--- config.mk ---
export PLATFORM = sky130hd
export DESIGN_NAME = muldiv_ctrl
export DESIGN_NICKNAME = d
export VERILOG_FILES = /design/src/rtl/calc_pkg.sv /design/src/rtl/muldiv_ctrl.sv
export SDC_FILE = /design/constraint.sdc
export NUM_CORES = 1
export LEC_CHECK = 0
export ABC_AREA = 1
export CAP_MARGIN = 40
export CORE_MARGIN = 1.5
export CORE_UTILIZATION = 45
export CTS_BUF_LIST = sky130_fd_sc_hd__clkbuf_2
export DETAILED_ROUTE_END_ITERATION = 6
export PLACE_DENSITY_LB_ADDON = 0.08
export SLEW_MARGIN = 5
export SYNTH_ARGS = -nofsm -noshare
export SYNTH_HDL_FRONTEND = slang
export SYNTH_SLANG_ARGS = --single-unit
--- constraint.sdc ---
create_clock -name clk -period 1.4 [get_ports clk]
set_clock_uncertainty 0.1 [all_clocks]
set_input_delay 0.14 -clock clk [delete_from_list [all_inputs] [get_ports clk]]
set_output_delay 0.14 -clock clk [all_outputs]
set_load 0.05 [all_outputs]
--- src/rtl/calc_pkg.sv ---
// Shared calculator definitions: operand width, op codes and sequencer states.
package calc_pkg;

  localparam int unsigned N_DEF = 4;

  localparam logic OP_MUL = 1'b0;
  localparam logic OP_DIV = 1'b1;

  // ST_M_CHK is a decision point that resolves in zero time, so it is never held.
  typedef enum logic [3:0] {
    ST_IDLE  = 4'd0,
    ST_LOAD  = 4'd1,
    ST_M_CHK = 4'd2,
    ST_M_ADD = 4'd3,
    ST_M_SH  = 4'd4,
    ST_D_OVF = 4'd5,
    ST_D_SH  = 4'd6,
    ST_D_CHK = 4'd7,
    ST_DONE  = 4'd8
  } state_t;

endpackage

--- src/rtl/muldiv_ctrl.sv ---
// Sequencer for the shift-add multiplier and the restoring divider.
// It drives the shared shift register and the add/sub ALU.
module muldiv_ctrl
  import calc_pkg::*;
#(
  parameter int unsigned N  = N_DEF,
  parameter int unsigned CW = $clog2(N + 1)
) (
  input  logic         clk,
  input  logic         rst_n,
  input  logic         start,
  input  logic         op,
  input  logic [N-1:0] y,
  input  logic         c,
  input  logic         no_borrow,
  output logic         clr_acc,
  output logic         ld_multiplier,
  output logic         ld_dividend,
  output logic         alu_sub,
  output logic         ad,
  output logic         q_set,
  output logic         sh,
  output logic         busy,
  output logic         done,
  output logic         err
);

  localparam logic [CW-1:0] LAST_CNT = CW'(N - 1);

  state_t        r_state;
  state_t        w_state_nxt;
  state_t        w_mul_pick;
  logic [CW-1:0] r_cnt;
  logic [CW-1:0] w_cnt_nxt;
  logic          r_op;
  logic          w_op_nxt;
  logic          r_err;
  logic          w_err_nxt;

  // Multiplier bit decision: add before the shift only when the current bit is 1.
  assign w_mul_pick = c ? ST_M_ADD : ST_M_SH;

  // State, iteration counter, latched op and error flag.
  always_ff @(posedge clk or negedge rst_n) begin
    if (!rst_n) begin
      r_state <= ST_IDLE;
      r_cnt   <= '0;
      r_op    <= OP_MUL;
      r_err   <= 1'b0;
    end else begin
      r_state <= w_state_nxt;
      r_cnt   <= w_cnt_nxt;
      r_op    <= w_op_nxt;
      r_err   <= w_err_nxt;
    end
  end

  // Next-state logic and strobe decode from the held state.
  always_comb begin
    w_state_nxt   = r_state;
    w_cnt_nxt     = r_cnt;
    w_op_nxt      = r_op;
    w_err_nxt     = r_err;
    clr_acc       = 1'b0;
    ld_multiplier = 1'b0;
    ld_dividend   = 1'b0;
    alu_sub       = 1'b0;
    ad            = 1'b0;
    q_set         = 1'b0;
    sh            = 1'b0;
    busy          = 1'b0;
    done          = 1'b0;
    err           = 1'b0;

    case (r_state)
      ST_IDLE: begin
        if (start) begin
          w_state_nxt = ST_LOAD;
          w_op_nxt    = op;
          w_cnt_nxt   = '0;
          w_err_nxt   = 1'b0;
        end
      end

      ST_LOAD: begin
        busy    = 1'b1;
        clr_acc = 1'b1;
        if (r_op == OP_DIV) begin
          ld_dividend = 1'b1;
          w_state_nxt = ST_D_OVF;
        end else begin
          ld_multiplier = 1'b1;
          w_state_nxt   = w_mul_pick;
        end
      end

      ST_M_CHK: begin
        busy        = 1'b1;
        w_state_nxt = w_mul_pick;
      end

      ST_M_ADD: begin
        busy        = 1'b1;
        ad          = 1'b1;
        w_state_nxt = ST_M_SH;
      end

      ST_M_SH: begin
        busy      = 1'b1;
        sh        = 1'b1;
        w_cnt_nxt = r_cnt + CW'(1);
        if (r_cnt == LAST_CNT) begin
          w_state_nxt = ST_DONE;
        end else begin
          w_state_nxt = w_mul_pick;
        end
      end

      ST_D_OVF: begin
        busy    = 1'b1;
        alu_sub = 1'b1;
        if ((y == '0) || no_borrow) begin
          w_state_nxt = ST_DONE;
          w_err_nxt   = 1'b1;
        end else begin
          w_state_nxt = ST_D_SH;
        end
      end

      ST_D_SH: begin
        busy        = 1'b1;
        sh          = 1'b1;
        w_state_nxt = ST_D_CHK;
      end

      ST_D_CHK: begin
        busy      = 1'b1;
        alu_sub   = 1'b1;
        ad        = no_borrow;
        q_set     = no_borrow;
        w_cnt_nxt = r_cnt + CW'(1);
        if (r_cnt == LAST_CNT) begin
          w_state_nxt = ST_DONE;
        end else begin
          w_state_nxt = ST_D_SH;
        end
      end

      ST_DONE: begin
        done        = 1'b1;
        err         = r_err;
        w_state_nxt = ST_IDLE;
      end

      default: begin
        w_state_nxt = ST_IDLE;
      end
    endcase
  end

endmodule
==> flow_summary.ini <==
[detailed_routing]
drc = 0
drt_iter0_markers = 88
wl_per_cell_um = 22.57
ant_nets = 0
vias_per_cell = 6.424
wl_mm = 3.250
vias = 925
dr.pass1.iters = 7

[yosys]
synth-seq-cells = 9
synth_nets = 103
yosys-top-cells-count = 19 x nand2_1, 15 x nor2_1, 14 x inv_1, 14 x nand3_1, 9 x dfrtp_1
syn_avg_cell_area_um2 = 6.765
synth.distinct_cells = 16
seq_area_frac_synth_pct = 36.59
synth_flop_cell = dfrtp_1
ys_top_cells_by_area = dfrtp_1 37%, nand2_1 12%, nand3_1 11%
syn_inst = 91
synth_top_area_cell = dfrtp_1
synth_edf_count = 0
synth-async-reset-ratio_pct = 100.0
yosys_warnings = 0
synth_top_area_share_pct = 36.59
yosysMostFrequentCell = nand2_1
netlist_area_um2 = 615.6

[timing]
worst_pin_slew_ps = 450.6
period_needed_ps = 1735
final-setup-viol-count = 18
slew_viol_final = 0
rsz0062_at_grt = yes
finalHoldViolCount = 0
clock.fmax_mhz = 576.4
finalCritPeriodShare_pct = 123.9
fin_ws_ps = -335.0
whs_ps = 22.30
max-slew-margin-rel_pct = 69.86

[clocking]
clk_latency_ps = 310
cts.sinks = 9
clock_path_buffers = 2
ctsHoldBuffers = 0
clk_pin_slew_ps = 130
htreeDepth = 1
cts_tree = yes
numCtsBuffers = 3
cts_root_buffer = clkbuf_2

[global_routing]
gr-usage-all-layers_pct = 27.78
grt_pass1_vias = 665
overflow = 0
grt_pass1_wl_mm = 2.808
grt_max_degree = 10
antenna_found_initial = 0

[critical_path]
crit_path_max_incr_delay_ps = 470
cp_max_fo = 4
startpoint_type = flop
cp.arrival_ps = 1490
path_cells = nor2_4 -> nand2_1 -> o21ai_4 -> buf_12
critPathKind = flop to output port
critical_path.endpoint_type = output port
crit_slowest_cell = dfrtp_1
worst_ep_required_time_ps = 1160

[power_and_ir_drop]
powerDensity_nw_per_um2 = 2726
comb_power_share_pct = 77.9
power_frac_seq_pct = 16.3
clkPwrFrac_pct = 5.8
irDropWorstVdd_mv = 1.750
p_int_mw = 1.569
power_leakage_nw = 0.5727
p_sw_mw = 1.828
sw_frac_of_total_pct = 53.82

[finish]
drive_above_1_share_pct = 52.71
instances_no_fill = 144
area_growth_pct = 102.4
n_antenna_cell = 0
layout.nets = 142
n_fill_cell = 24

[die]
chipHeight_um = 39.99
dieArea_um2 = 1599
start_util_pct = 47.91
fp.dieW_um = 39.99
core_area_um2 = 1285
row_count = 13
io_pins = 20

[placement]
gp_congestion = 0.8469
dp.cells = 128
dp_hpwl_mm = 1.206
port-buffer-count = 19

[min_path]
hold_class = input pin to async pin

[status]
status = finished, violations left
violations = setup timing

[run]
maxCapViolCount = 0
-- final timing paths --
kind	startpoint	endpoint	slack (ps)	cells after the start
setup reg to reg	r_state[2]	r_cnt[2]	-210	7
max in group asynchronous	rst_n	r_cnt[0]	820	1
min in group clk	op	r_op	350	3
setup / recovery	r_state[2]	ad	-330	4
hold reg to reg	r_cnt[0]	r_cnt[0]	420	1
hold / removal	rst_n	r_state[1]	20	1
-- cell families after synthesis --
group / share of synthesized area (%)
AND/OR/NAND/NOR: 41.06
flip-flops: 36.59
buffers and inverters: 10.37
adder cells (fa/ha/maj): 4.064
AO/OA/AOI/OAI: 7.926
-- critical path, delay by kind of cell (launching register included) --
kind | cells | cell delay [ps]
AND/OR/NAND/NOR | 2 | 440
AO/OA/AOI/OAI | 1 | 120
buffers and inverters | 1 | 150
flip-flops | 1 | 470
-- stage by stage --
stage	setup TNS, ps	setup slack [ps]	util (%)	total power [mW]	instance area, um^2
floorplan	-1093	-200.2	-	1.503	653.1
global placement	0	34.25	75.66	2.116	972.2
detailed placement	0	7.748	75.66	2.150	972.2
CTS	-1011	-152.8	90.07	2.823	1157
global route	-3617	-348.2	96.98	3.489	1246
finish	-3637	-335.0	96.98	3.397	1246
-- sequential cells by signal (all words and copies together) (netlist names) --
| signal | cells |
|---|---|
| r_cnt | 3 |
| r_err | 1 |
| r_op | 1 |
| r_state | 4 |
-- layer usage --
layer	part of all wire [%]	track usage, %	vias up
met3	13	8.333	40
met5	0	0	-
li1	-	-	365
met4	9.0	11.21	0
met1	31	28.42	422
met2	47	51.61	98
-- placed cells by master, fill, tap and decap left out, drive strengths merged --
cell,count
nor3,1
clkinv,1
ha,2
nand2,19
clkdlybuf4s50,9
clkbuf,4
o21ai,8
nand3,15
buf,25
nor2,19
inv,16
a21oi,1
dfrtp,9
-- power by group through the flow --
stage / Combinational, mW / Clock [mW] / Sequential [mW]
CTS: 2.14 / 0.170 / 0.512
floorplan: 1.03 / 0 / 0.471
detailed placement: 1.66 / 0 / 0.491
global route: 2.74 / 0.196 / 0.550
finish: 2.65 / 0.196 / 0.555
global placement: 1.63 / 0 / 0.484
-- what timing repair did --
| action | CTS | global route |
|---|---|---|
| endpoints found under the setup margin | 10 | 18 |
| hold endpoints to repair | 0 | 0 |
| cloned | 0 | 0 |
| buffers inserted | 11 | 3 |
| gates resized for setup | 27 | 25 |
| pin swaps | 8 | 10 |
-- final cells by class --
class / count / area, um^2 / share of cell area (%)
multi-input combinational: 65 / 488.0 / 39.16
timing repair buffer: 34 / 416.7 / 33.43
sequential: 9 / 229.0 / 18.37
inverter: 17 / 73.82 / 5.924
clock buffer: 4 / 20.02 / 1.606
tap: 15 / 18.77 / 1.506
No activity file was read; power rests on OpenSTA's default activity.
